`config.mk`:
```
export PLATFORM = sky130hd
export DESIGN_NAME = core_dispatch_queue_flat
export DESIGN_NICKNAME = d
export VERILOG_FILES = /design/src/rtl/core_dispatch_queue_if.sv /design/src/rtl/core_dispatch_queue.sv /design/src/flat_wrapper.sv
export SDC_FILE = /design/constraint.sdc
export NUM_CORES = 1
export LEC_CHECK = 0
export ABC_CLOCK_PERIOD_IN_PS = 11500
export BUFFER_PORTS_ARGS = -buffer_cell sky130_fd_sc_hd__buf_2
export CORE_ASPECT_RATIO = 1.4
export CORE_UTILIZATION = 55
export CTS_CLUSTER_DIAMETER = 100
export DETAILED_ROUTE_END_ITERATION = 16
export PLACE_DENSITY = 0.72
export SLEW_MARGIN = 20
export SYNTH_ARGS = -nofsm -noshare
export SYNTH_HDL_FRONTEND = slang
export SYNTH_HIERARCHICAL = 1
export SYNTH_SLANG_ARGS = --single-unit
```
`constraint.sdc`:
```
create_clock -name clk -period 11.5 [get_ports clk]
set_clock_uncertainty 0.1 [all_clocks]
set_input_delay 2.3 -clock clk [delete_from_list [all_inputs] [get_ports clk]]
set_output_delay 2.3 -clock clk [all_outputs]
set_load 0.01 [all_outputs]
```
`src/rtl/core_dispatch_queue_if.sv`:
```
// Shared instruction types and the decode/dispatch-facing bundle of the
// dispatch queue.
//
// core_dispatch_queue_pkg : decoded-instruction record (insn_decode).
// core_dispatch_queue_if  : push side (in_valid_a/b, in_a/b, in_ready),
//                           slot side (cur_a/b, dispatch_a/b), flush, count.
//   modport master : driven by decode/dispatch (testbench or parent).
//   modport slave  : the queue itself.

package core_dispatch_queue_pkg;

  // Control bits carried with each decoded instruction.  execute = 0 marks a
  // bubble as seen by the dispatch hazard logic.
  typedef struct packed {
    logic       execute;
    logic [3:0] alu_op;
    logic [4:0] rd;
  } insn_ctrl;

  typedef struct packed {
    logic [31:0] pc;
    logic [31:0] imm;
    logic [4:0]  rs1;
    logic [4:0]  rs2;
    insn_ctrl    ctrl;
  } insn_decode;

endpackage

interface core_dispatch_queue_if #(
  parameter int DEPTH = 8
);
  import core_dispatch_queue_pkg::*;

  localparam int CW = $clog2(DEPTH) + 1;

  logic          in_valid_a;
  logic          in_valid_b;
  insn_decode    in_a;
  insn_decode    in_b;
  logic          in_ready;
  logic          flush;
  logic          dispatch_a;
  logic          dispatch_b;
  insn_decode    cur_a;
  insn_decode    cur_b;
  logic [CW-1:0] count;

  modport master (
    output in_valid_a, in_valid_b, in_a, in_b, flush, dispatch_a, dispatch_b,
    input  in_ready, cur_a, cur_b, count
  );

  modport slave (
    input  in_valid_a, in_valid_b, in_a, in_b, flush, dispatch_a, dispatch_b,
    output in_ready, cur_a, cur_b, count
  );

endinterface

```
`src/rtl/core_dispatch_queue.sv`:
```
// Decoded-instruction queue in front of the dual-issue dispatch hazard logic.
// Accepts up to two instructions per cycle, keeps them in order in a circular
// buffer and presents the two oldest as slots A/B.  Dispatch verdicts retire
// zero, one or two entries per cycle; flush discards everything.
//
// Ports:
//   clk    : clock, rising edge
//   rst_n  : asynchronous active-low reset
//   bus    : core_dispatch_queue_if.slave
//            in_valid_a/b, in_a/b -> push of up to two instructions (b only with a)
//            in_ready             <- push accepted this cycle (free slots >= 2)
//            flush                -> drop all entries (highest priority)
//            dispatch_a/b         -> retire verdicts for the presented slots
//            cur_a/b              <- oldest / second-oldest entry, bubble if empty
//            count                <- registered number of valid entries

module core_dispatch_queue
  import core_dispatch_queue_pkg::*;
#(
  parameter int DEPTH = 8
) (
  input  logic                  clk,
  input  logic                  rst_n,
  core_dispatch_queue_if.slave  bus
);

  localparam int PW = $clog2(DEPTH);
  localparam int CW = PW + 1;

  localparam logic [CW-1:0] ZERO_C      = {CW{1'b0}};
  localparam logic [CW-1:0] ONE_C       = {{(CW-1){1'b0}}, 1'b1};
  localparam logic [CW-1:0] TWO_C       = {{(CW-2){1'b0}}, 2'b10};
  localparam logic [CW-1:0] READY_MAX_C = CW'(DEPTH - 2);
  localparam logic [PW-1:0] PONE_C      = {{(PW-1){1'b0}}, 1'b1};

  // Registered state
  logic [PW-1:0] head_r;
  logic [PW-1:0] tail_r;
  logic [CW-1:0] count_r;
  logic          in_ready_r;
  insn_decode    mem_r [DEPTH];

  // Next-state helpers
  logic          pop_a_s;
  logic          pop_b_s;
  logic [CW-1:0] pop_n_s;
  logic [CW-1:0] push_n_s;
  logic [CW-1:0] count_nxt_s;
  logic [PW-1:0] head_p1_s;
  logic [PW-1:0] tail_p1_s;
  insn_decode    cur_a_s;
  insn_decode    cur_b_s;

  assign head_p1_s = head_r + PONE_C;
  assign tail_p1_s = tail_r + PONE_C;

  // Retire decision: B can only go with A, and verdicts on bubble slots are ignored.
  always_comb begin
    pop_a_s = 1'b0;
    pop_b_s = 1'b0;
    pop_n_s = ZERO_C;
    if (bus.dispatch_a && (count_r != ZERO_C)) begin
      pop_a_s = 1'b1;
    end else begin
      pop_a_s = 1'b0;
    end
    if (pop_a_s && bus.dispatch_b && (count_r >= TWO_C)) begin
      pop_b_s = 1'b1;
    end else begin
      pop_b_s = 1'b0;
    end
    pop_n_s = {{(CW-1){1'b0}}, pop_a_s} + {{(CW-1){1'b0}}, pop_b_s};
  end

  // Push size: gated by the registered ready so dispatch never reaches decode
  // combinationally.
  always_comb begin
    push_n_s = ZERO_C;
    if (in_ready_r && bus.in_valid_a) begin
      if (bus.in_valid_b) begin
        push_n_s = TWO_C;
      end else begin
        push_n_s = ONE_C;
      end
    end else begin
      push_n_s = ZERO_C;
    end
  end

  assign count_nxt_s = count_r + push_n_s - pop_n_s;

  // Pointer, occupancy and ready registers; flush overrides same-cycle push/pop.
  always_ff @(posedge clk or negedge rst_n) begin
    if (!rst_n) begin
      head_r     <= {PW{1'b0}};
      tail_r     <= {PW{1'b0}};
      count_r    <= ZERO_C;
      in_ready_r <= 1'b1;
    end else if (bus.flush) begin
      head_r     <= {PW{1'b0}};
      tail_r     <= {PW{1'b0}};
      count_r    <= ZERO_C;
      in_ready_r <= 1'b1;
    end else begin
      head_r     <= head_r + pop_n_s[PW-1:0];
      tail_r     <= tail_r + push_n_s[PW-1:0];
      count_r    <= count_nxt_s;
      // Ready for the next cycle is exactly "count_next leaves >= 2 free slots".
      in_ready_r <= (count_nxt_s <= READY_MAX_C);
    end
  end

  // Entry storage; not reset, occupancy is tracked by count_r alone.
  always_ff @(posedge clk) begin
    if (!bus.flush && (push_n_s != ZERO_C)) begin
      mem_r[tail_r] <= bus.in_a;
      if (push_n_s == TWO_C) begin
        mem_r[tail_p1_s] <= bus.in_b;
      end
    end
  end

  // Slot presentation: empty slots are shown as bubbles (execute forced low).
  always_comb begin
    cur_a_s = mem_r[head_r];
    cur_b_s = mem_r[head_p1_s];
    if (count_r == ZERO_C) begin
      cur_a_s.ctrl.execute = 1'b0;
    end else begin
      cur_a_s.ctrl.execute = mem_r[head_r].ctrl.execute;
    end
    if (count_r < TWO_C) begin
      cur_b_s.ctrl.execute = 1'b0;
    end else begin
      cur_b_s.ctrl.execute = mem_r[head_p1_s].ctrl.execute;
    end
  end

  assign bus.cur_a    = cur_a_s;
  assign bus.cur_b    = cur_b_s;
  assign bus.count    = count_r;
  assign bus.in_ready = in_ready_r;

  core_dispatch_queue_chk #(
    .DEPTH (DEPTH)
  ) u_chk (
    .clk        (clk),
    .rst_n      (rst_n),
    .dispatch_a (bus.dispatch_a),
    .dispatch_b (bus.dispatch_b),
    .count      (count_r)
  );

endmodule

// Simulation-time protocol and occupancy checks for the dispatch queue.
//   clk, rst_n       : as the queue
//   dispatch_a/b     : verdicts from dispatch
//   count            : registered occupancy
module core_dispatch_queue_chk #(
  parameter int DEPTH = 8
) (
  input logic                       clk,
  input logic                       rst_n,
  input logic                       dispatch_a,
  input logic                       dispatch_b,
  input logic [$clog2(DEPTH):0]     count
);

  // Slot B may only be dispatched together with slot A.
  a_b_needs_a: assert property (@(posedge clk) disable iff (!rst_n)
    !(dispatch_b && !dispatch_a));

  // Occupancy can never exceed the storage size.
  a_count_bound: assert property (@(posedge clk) disable iff (!rst_n)
    (count <= ($clog2(DEPTH)+1)'(DEPTH)));

endmodule

```
`src/flat_wrapper.sv`:
```
// flat-port wrapper written by rule: the top's interface ports become plain ports
module core_dispatch_queue_flat import core_dispatch_queue_pkg::*;
#(
  parameter int DEPTH = 8
)
  (clk, rst_n, bus_in_valid_a, bus_in_valid_b, bus_in_a, bus_in_b, bus_flush, bus_dispatch_a, bus_dispatch_b, bus_in_ready, bus_cur_a, bus_cur_b, bus_count);
  core_dispatch_queue_if #(.DEPTH(DEPTH)) bus_i ();
  input  logic clk;
  input  logic rst_n;
  input wire logic [$bits(bus_i.in_valid_a)-1:0] bus_in_valid_a;
  input wire logic [$bits(bus_i.in_valid_b)-1:0] bus_in_valid_b;
  input wire logic [$bits(bus_i.in_a)-1:0] bus_in_a;
  input wire logic [$bits(bus_i.in_b)-1:0] bus_in_b;
  input wire logic [$bits(bus_i.flush)-1:0] bus_flush;
  input wire logic [$bits(bus_i.dispatch_a)-1:0] bus_dispatch_a;
  input wire logic [$bits(bus_i.dispatch_b)-1:0] bus_dispatch_b;
  output wire logic [$bits(bus_i.in_ready)-1:0] bus_in_ready;
  output wire logic [$bits(bus_i.cur_a)-1:0] bus_cur_a;
  output wire logic [$bits(bus_i.cur_b)-1:0] bus_cur_b;
  output wire logic [$bits(bus_i.count)-1:0] bus_count;
  assign bus_i.in_valid_a = bus_in_valid_a;
  assign bus_i.in_valid_b = bus_in_valid_b;
  assign bus_i.in_a = bus_in_a;
  assign bus_i.in_b = bus_in_b;
  assign bus_i.flush = bus_flush;
  assign bus_i.dispatch_a = bus_dispatch_a;
  assign bus_i.dispatch_b = bus_dispatch_b;
  assign bus_in_ready = bus_i.in_ready;
  assign bus_cur_a = bus_i.cur_a;
  assign bus_cur_b = bus_i.cur_b;
  assign bus_count = bus_i.count;
  core_dispatch_queue #(.DEPTH(DEPTH)) u_core (.clk(clk), .rst_n(rst_n), .bus(bus_i));
endmodule
```
# [Yosys cells after proc, flatten, opt, wreduce, memory -nomap -nowiden]
# Memories as Yosys holds them, arrays and structs flattened.
# Index checks and enable logic that the tools add are counted.
[totals] reg_bits=11 latchBits=0 mem_bits_rw=672 mem_bits_ro=0 in_bits=175 out_inout_bits=173 elab_cells=40 n_memories=1
[mem_list] memory="u_core.mem_r" words=8 width=84 read_ports=2 rd_clocked_by_memory_dff=0 wr=2 line_no="core_dispatch_queue.sv:41" source="insn_decode mem_r [DEPTH];"
[op_classes] add_sub_neg=7 mul=0 div=0 n_lt_le_gt_ge=3 eq_ne=1 shifts=0 muxes=15 n_bitwise=0 reduce_logical=9
[op_table] cell="$mux 1" n=10
[op_table] cell="$reduce_bool 4->1" n=2
[op_table] cell="$add 3x1->3 const B" n=2
[op_table] cell="$mux 3" n=2
[op_table] cell="$logic_and 1x1->1" n=5
[op_table] cell="$add 4x2->4" n=1
[op_table] cell="$ge 4x2->1 const B" n=1
[op_table] cell="$le 4x3->1 const B" n=1
[op_table] cell="$logic_not 4->1" n=1
[op_table] cell="$lt 4x2->1 const B" n=1
[op_table] cell="$mux 2" n=2
[op_table] cell="$mux 4" n=1
[op_table] cell="$sub 4x4->4" n=1
[op_table] cell="$add 3x2->3" n=1
[op_table] cell="$add 3x3->3" n=1
[op_table] cell="$add 1x1->2" n=1
[op_table] cell="$eq 2x2->1 const B" n=1
[op_table] cell="$logic_not 1->1" n=1

# [Longest topological paths before layout]
# Gate-level depths: netlist (run 1).
[depth] word_depth=10 depth_mapped=13 ltp_nobuf=13

# [Worst setup path before layout (run 1)]
# Ideal clock, no wire load.
[synth_timing] path_type="input to register" startpoint="in bus_flush" endpoint="mem u_core/mem_r[7][0] (netlist bit) (enable)" setup_time_ns=0.642 arrival_time_ns=8.543 slack_ns=2.215 cell_stages=3 path_cell_list="nor2b_1 > nand3_1 > o21ai_0"
[synth_rtl] item="from (decl)" line_no="flat_wrapper.sv:14" source="input wire logic [$bits(bus_i.flush)-1:0] bus_flush;"
[synth_rtl] item="to (decl)" line_no="core_dispatch_queue.sv:41"

# [Final worst setup path (run 1)]
[layout_timing] startpoint="reg u_core.head_r[0]" endpoint="out bus_cur_b[34]"
[layout_between] elab_chain_len=2
[layout_lines] item="from (decl)" line_no="core_dispatch_queue.sv:37" source="logic [PW-1:0] head_r;"
[layout_lines] item="from (signal assigned)" line_no="core_dispatch_queue.sv:95" source="head_r <= {PW{1'b0}};"
[layout_lines] item="from (signal assigned)" line_no="core_dispatch_queue.sv:100" source="head_r <= {PW{1'b0}};"
[layout_lines] item="from (signal assigned)" line_no="core_dispatch_queue.sv:105" source="head_r <= head_r + pop_n_s[PW-1:0];"
[layout_lines] item="$add 3x1->3" line_no="core_dispatch_queue.sv:54" source="assign head_p1_s = head_r + PONE_C;"
[layout_lines] item="$mem_v2 8x84"
[layout_lines] item="to (decl)" line_no="flat_wrapper.sv:19" source="output wire logic [$bits(bus_i.cur_b)-1:0] bus_cur_b;"
# Every way passes these cells.

==> results by group, run 1 <==
Outcome
  • Status: finished, final reports clean

Detailed routing
  • Avg WL per Cell: between 30 and 40 um
  • Pre-antenna DRT Iters: 5
  • Vias per Instance: between 6 and 7
  • DR vias: about 23000
  • DR iter-0 viols: about 1900
  • Post-DRT Antenna Nets: 0
  • DRC viols: 0
  • Drt total wl: around 110 mm

Yosys
  • Yosys reg bits: 683
  • Synth warn: 6
  • Mean post-synth cell area: approximately 19 um^2
  • Count of cell types in the netlist: 36
  • Post-synth EDFFs: about 670
  • Main synth FF type: edfxtp_1
  • Synth Instances: around 2100
  • Mapped Nets: between 2000 and 2500
  • Post-Syn Area: 39100 um^2
  • Share of the yosys chip area belonging to registers: a little over half
  • Async SR Flop Fraction: 1.61%

Power
  • Static Leak: around 14 nW
  • Power density over the cells: roughly 210 nW/um^2
  • VDD IR-drop max: roughly 0.00023 V
  • Power Total: 8.97 mW

Die
  • I/O pins: roughly 350
  • Die Y: ~320 um
  • Die width: roughly 230 um
  • Initial Utilization: 55.6%
  • # rows: 115
  • Core Box Area: ~70000 um^2
  • Die area: around 72000 um^2

STA
  • Fin crit period: between 6 and 7 ns
  • Slew Limit Fails: 0
  • Setup_tns: 0 ns
  • Fmax achieved: roughly 0.15 GHz
  • Fin Hold WS: around 0.63 ns
  • RSZ-0062 raised after global routing: false
  • Final Hold Viols: 0
  • Worst Max-Slew Pin Slew: approximately 1.0 ns
  • Setup violations, final: 0
  • Final Cycle Share: 59.1%
  • Headroom to the max-slew limit: between 30% and 40%

Layout
  • NumNets Final: roughly 2600
  • Most common cell after layout, fill and taps aside: mux2_2
  • Area grow syn2layout: 11.8%
  • Most frequent cells in the layout: mux2_2 (834), edfxtp_1 (672), buf_2 (347)
  • Share of layout cells above drive strength 1: 68.1%
  • Final core utilization: between 60 and 70%

Clock network
  • Clock Latency Late Sink: approximately 0.62 ns
  • CTS H-tree lvls: 3
  • Clock Tree Buf Depth: 3
  • Setup repair bufs after CTS: 0
  • Cts repair resizes: 0
  • Clock sink count: 683
  • CTS buffer count: slightly above 70
  • Reg clk slew, reported paths: about 0.060 ns
  • Hold Buf Count CTS: 0
  • CTS Root Cell: clkbuf_16
  • CTS tree: built

GRT
  • First-pass GRT wire length: 158 mm
  • Initial antenna violation count: 23
  • Grt total ovfl: 0
  • Total track usage: 30.3%
  • Largest net degree at the start of global routing: approximately 140
  • Vias in the first global route: 24700

Critical path
  • Crit-path max FO: 40
  • CP bufs+invs: 3
  • Slowest cell on crit path: ha_4
  • Cell mode on critical path: buf_4
  • Setup CP Type: reg -> out
  • CP endpoint kind: output port
  • CP max stage delay: roughly 0.76 ns
  • CP Launch Type: flip-flop
  • CP delay by family, top: buffers and inverters
  • Worst reg2reg path depth: 7
  • R2r setup slk: 7.36 ns
  • R2r endpoint: u_core/mem_r[3][12]
  • Data arrival, critical path: 4.39 ns
  • Worst R2R Start: u_core/tail_r[1]
  • CP required: roughly 9.1 ns
  • Worst path cell trace: ha_4 > buf_4 > buf_4 > mux4_2 > mux2_2 > buf_2

Hold path
  • Worst Hold Depth: 2
  • WHS Endpoint: u_core/tail_r[2]
  • Class of the worst hold path: reg -> reg
  • Min-delay src: u_core/tail_r[2]

Placement
  • Routability cong.: roughly 0.81
  • I/O Buffers: 347
  • HPWL Detailed: 60.5 mm

Run
  • Max-cap violations: 0
-- registers in the layout, indices dropped and copies added, names as in the netlist --
signal,count
u_core/bus.in_ready,1
u_core/mem_r,672
u_core/bus.count,4
u_core/head_r,3
u_core/tail_r,3
-- power breakdown --
group          total [mW]  leakage [nW]  internal [mW]  switching, mW
combinational        3.80          7.01           1.93           1.87
sequential           2.99          6.21           2.88          0.107
clock                2.17          1.03           1.23          0.943
-- cell usage after synthesis, types with 2 or more instances --
| library cell | n | share of area (%) |
|---|---|---|
| nor2_1 | 7 | 0.067 |
| nand2_1 | 2 | 0.019 |
| fa_1 | 4 | 0.21 |
| nand4_1 | 4 | 0.064 |
| mux2_2 | 834 | 24 |
| nand3_1 | 3 | 0.038 |
| clkbuf_1 | 35 | 0.34 |
| buf_6 | 25 | 0.72 |
| or2_2 | 3 | 0.048 |
| nand2b_1 | 4 | 0.064 |
| ha_1 | 10 | 0.32 |
| mux4_2 | 336 | 19 |
| nor4_2 | 4 | 0.13 |
| dfrtp_1 | 10 | 0.64 |
| a21oi_1 | 2 | 0.026 |
| edfxtp_1 | 672 | 52 |
| xnor2_1 | 4 | 0.090 |
| a41o_1 | 2 | 0.051 |
| buf_4 | 6 | 0.12 |
| o21bai_1 | 2 | 0.038 |
| o21ai_0 | 4 | 0.051 |
| inv_1 | 9 | 0.086 |
| buf_2 | 80 | 1.0 |
| mux2i_1 | 2 | 0.051 |
| mux2_1 | 4 | 0.12 |
| nor2b_1 | 8 | 0.13 |
| xor2_1 | 2 | 0.045 |
| buf_1 | 23 | 0.22 |
-- metrics by stage --
step	cell area [um^2]	cells	worst slack (ns)
finish	43700	3398	4.71
detailed placement	41500	3266	5.34
global placement	41500	3266	5.39
floorplan	39100	2109	2.22
CTS	43600	3388	4.68
global route	43700	3396	4.61
-- area by class of cell --
class | instances | area, um^2
timing repair buffer | 391 | 2090
clock inverter | 21 | 141
clock buffer | 101 | 1970
sequential | 683 | 20500
tap | 936 | 1170
inverter | 9 | 33.8
antenna | 10 | 25.0
fill | 5191 | 26500
multi-input combinational | 1247 | 17800
-- how the worst max path moves through the flow --
stage	from	end	slack, ns	cells past startpoint
2_1_floorplan	bus_flush	u_core/mem_r[7][0]	2.22	3
3_3_place_gp	u_core/head_r[0]	bus_cur_b[31]	5.39	6
3_5_place_dp	u_core/head_r[0]	bus_cur_b[34]	5.34	6
4_1_cts	u_core/head_r[0]	bus_cur_b[34]	4.68	6
5_1_grt	u_core/head_r[0]	bus_cur_b[34]	4.61	6
6_report	u_core/head_r[0]	bus_cur_b[34]	4.71	6
-- worst reg2reg max path, stage by stage (launching register included) --
cell	delay [ns]
dfrtp_1	0.47
ha_1	0.26
xnor2_1	0.53
nand4_1	0.16
buf_4	0.46
o21ai_4	0.17
buf_4	0.72
buf_4	0.85
-- per-layer routing --
layer / vias to the layer above / part of all wire, % / global-route usage, %
met5: - / 0.14 / 0
met4: 26 / 2.9 / 11.0
met3: 211 / 7.8 / 5.65
met2: 1021 / 51 / 51.5
met1: 12300 / 38 / 39.0
li1: 9475 / - / -
-- cell families (layout without fill, tap and decap cells) --
group / after synthesis / count (layout) / share of synthesized area (%)
AOI/OAI and AO/OA: 13 / 13 / 0.231
DFF: 683 / 683 / 52.4
xor gates and xnor gates: 6 / 6 / 0.135
other: 0 / 10 / 0
muxes: 1176 / 1176 / 43.6
and+or+nand+nor: 38 / 38 / 0.618
adders and majority gates: 14 / 14 / 0.525
buffers and inverters: 179 / 522 / 2.52
No activity file was read; power rests on OpenSTA's default activity.
==> inputs of run 2 (changes only) <==
--- a/config.mk
+++ b/config.mk
@@ -5,13 +5,13 @@
 export SDC_FILE = /design/constraint.sdc
 export NUM_CORES = 1
 export LEC_CHECK = 0
-export ABC_CLOCK_PERIOD_IN_PS = 11500
+export ABC_CLOCK_PERIOD_IN_PS = 5920
 export BUFFER_PORTS_ARGS = -buffer_cell sky130_fd_sc_hd__buf_2
 export CORE_ASPECT_RATIO = 1.4
 export CORE_UTILIZATION = 55
 export CTS_CLUSTER_DIAMETER = 100
 export DETAILED_ROUTE_END_ITERATION = 16
-export PLACE_DENSITY = 0.72
+export PLACE_DENSITY = 0.74
 export SLEW_MARGIN = 20
 export SYNTH_ARGS = -nofsm -noshare
 export SYNTH_HDL_FRONTEND = slang
==> constraint.sdc (replaced) <==
create_clock -name clk -period 5.92 [get_ports clk]
set_clock_uncertainty 0.1 [all_clocks]
set_input_delay 1.184 -clock clk [delete_from_list [all_inputs] [get_ports clk]]
set_output_delay 1.184 -clock clk [all_outputs]
set_load 0.01 [all_outputs]
==> run 2 against run 1 <==
Compared with the run above: first-iteration DRC count is 6.0% lower; combinational power increased by 94%; non-clock buffer count unchanged; sequential power is 92% higher; die area did not move; power increased by 93%; cell area is 0.39% higher.
==> results by group, run 2 (same netlist as run 1, synthesis figures left out) <==
Detailed routing
  • Max layer used: met5
  • Avg WL per Cell: roughly 31 um
  • Pre-antenna DRT Iters: 5
  • Vias per Instance: roughly 6.7
  • Post-DRT Antenna Nets: 0
  • M1 WL: a little over 40 mm
  • Drt total wl: between 100 and 150 mm
  • DR vias: approximately 23000
  • Met2 WL: about 53 mm
  • DR iter-0 viols: roughly 1800
  • Metal3 WL: a little over 8 mm
  • DRC viols: 0

Clock network
  • Clock Tree Buf Depth: 3
  • CTS buffer count: 69
  • Hold Buf Count CTS: 0
  • Clock Latency Late Sink: ~0.61 ns
  • Reg clk slew, reported paths: ~0.070 ns
  • Cts repair resizes: 0
  • Clock sink count: between 600 and 700
  • CTS Root Cell: clkbuf_16
  • Setup repair bufs after CTS: 0
  • CTS tree: built
  • CTS H-tree lvls: 3

Critical path
  • Setup CP Type: reg -> out
  • CP endpoint kind: output port
  • Data arrival, critical path: ~3.6 ns
  • Crit-path max FO: approximately 140
  • CP required: approximately 4.6 ns
  • Worst setup path start: u_core/head_r[0]
  • CP Launch Type: flip-flop
  • Worst R2R Start: u_core/tail_r[1]

Die
  • Core Box Area: 70200 um^2
  • Die area: a little over 70000 um^2
  • Initial Utilization: between 50% and 60%
  • I/O pins: ~350
  • Die Y: between 300 and 400 um
  • Die width: between 200 and 250 um
  • # rows: 115

Run
  • Max-cap violations: 0

Layout
  • Most frequent cells in the layout: mux2_2 (834), edfxtp_1 (672), buf_2 (347)
  • Most common cell after layout, fill and taps aside: mux2_2
  • Share of layout cells above drive strength 1: approximately two thirds
  • Number of fill cells: roughly 5200
  • Largest reg by FF count: u_core/mem_r
  • Area grow syn2layout: 12.3%
  • Final core utilization: between 60% and 70%
  • Max FFs per register: 672
  • Largest regs: u_core/mem_r: 672 flops, u_core/bus.count: 4 flops
  • NumNets Final: 2590

Placement
  • I/O Buffers: approximately 350
  • HPWL Detailed: between 50 and 60 mm
  • Routability cong.: slightly below 0.8

STA
  • Fin Hold WS: ~0.35 ns
  • Final Cycle Share: between 80% and 90%
  • Final Hold Viols: 0
  • Setup violations, final: 0
  • Fin crit period: ~4.9 ns
  • RSZ-0062 raised after global routing: false
  • Fmax achieved: slightly above 0.2 GHz
  • Setup_tns: 0 ns
  • Headroom to the max-slew limit: 28.5%
  • Worst Max-Slew Pin Slew: roughly 1.1 ns
  • Slew Limit Fails: 0

Power
  • Power Total: approximately 17 mW
  • Static Leak: 14.3 nW
  • VDD IR-drop max: ~0.00037 V
  • Power density over the cells: 395 nW/um^2

Outcome
  • Status: finished, final reports clean

GRT
  • Grt total ovfl: 0
  • Total track usage: just under 30%
  • Vias in the first global route: between 20000 and 25000
  • Initial antenna violation count: 30
  • Largest net degree at the start of global routing: between 100 and 150
  • First-pass GRT wire length: about 150 mm

Hold path
  • Class of the worst hold path: in -> async
-- run 2: worst max-delay path: stages, from the launching register on --
cell     delay, ns
dfrtp_4       0.46
buf_12        0.65
buf_4         0.71
mux4_2        0.59
mux2_2        0.30
buf_2         0.15
-- run 2: metrics by stage --
stage | setup slack, ns | cell area (um^2) | cells
after global routing | 0.802 | 43800 | 3397
after global placement | 1.69 | 41700 | 3265
after detailed placement | 1.64 | 41700 | 3266
after CTS | 0.984 | 43800 | 3383
final | 1.05 | 43800 | 3400
after floorplan | -2.25 | 39100 | 2109
-- run 2: final cells by class --
cell class	instances	area (um^2)	share of cell area, %
Clock inverter	30	211	0.482
Sequential cell	683	20500	46.7
Multi-Input combinational cell	1247	17800	40.5
Tap cell	936	1170	2.67
Clock buffer	87	1870	4.26
Inverter	9	33.8	0.0771
Timing Repair Buffer	391	2280	5.20
Antenna cell	17	42.5	0.0970
-- run 2: where the power goes --
group | switching, mW | internal (mW)
clock | 1.84 | 2.32
combinational | 3.60 | 3.78
sequential | 0.161 | 5.59
-- run 2: layer usage --
metal  vias up  global-route usage, %
li1       9495                      -
met1     12100                   38.7
met2       965                   49.3
met3       183                   6.06
met4        26                   10.4
met5         -                      0
-- run 2: path summary, 6_finish.rpt --
path	end	slack, ns	cells after the start
min in group clk	u_core/tail_r[0]	0.63	2
max reg2reg	u_core/mem_r[0][1]	2.79	4
max in group asynchronous	u_core/bus.in_ready	5.08	1
min reg2reg	u_core/tail_r[0]	0.63	2
min	u_core/bus.count[0]	0.35	1
max	bus_cur_b[19]	1.05	5
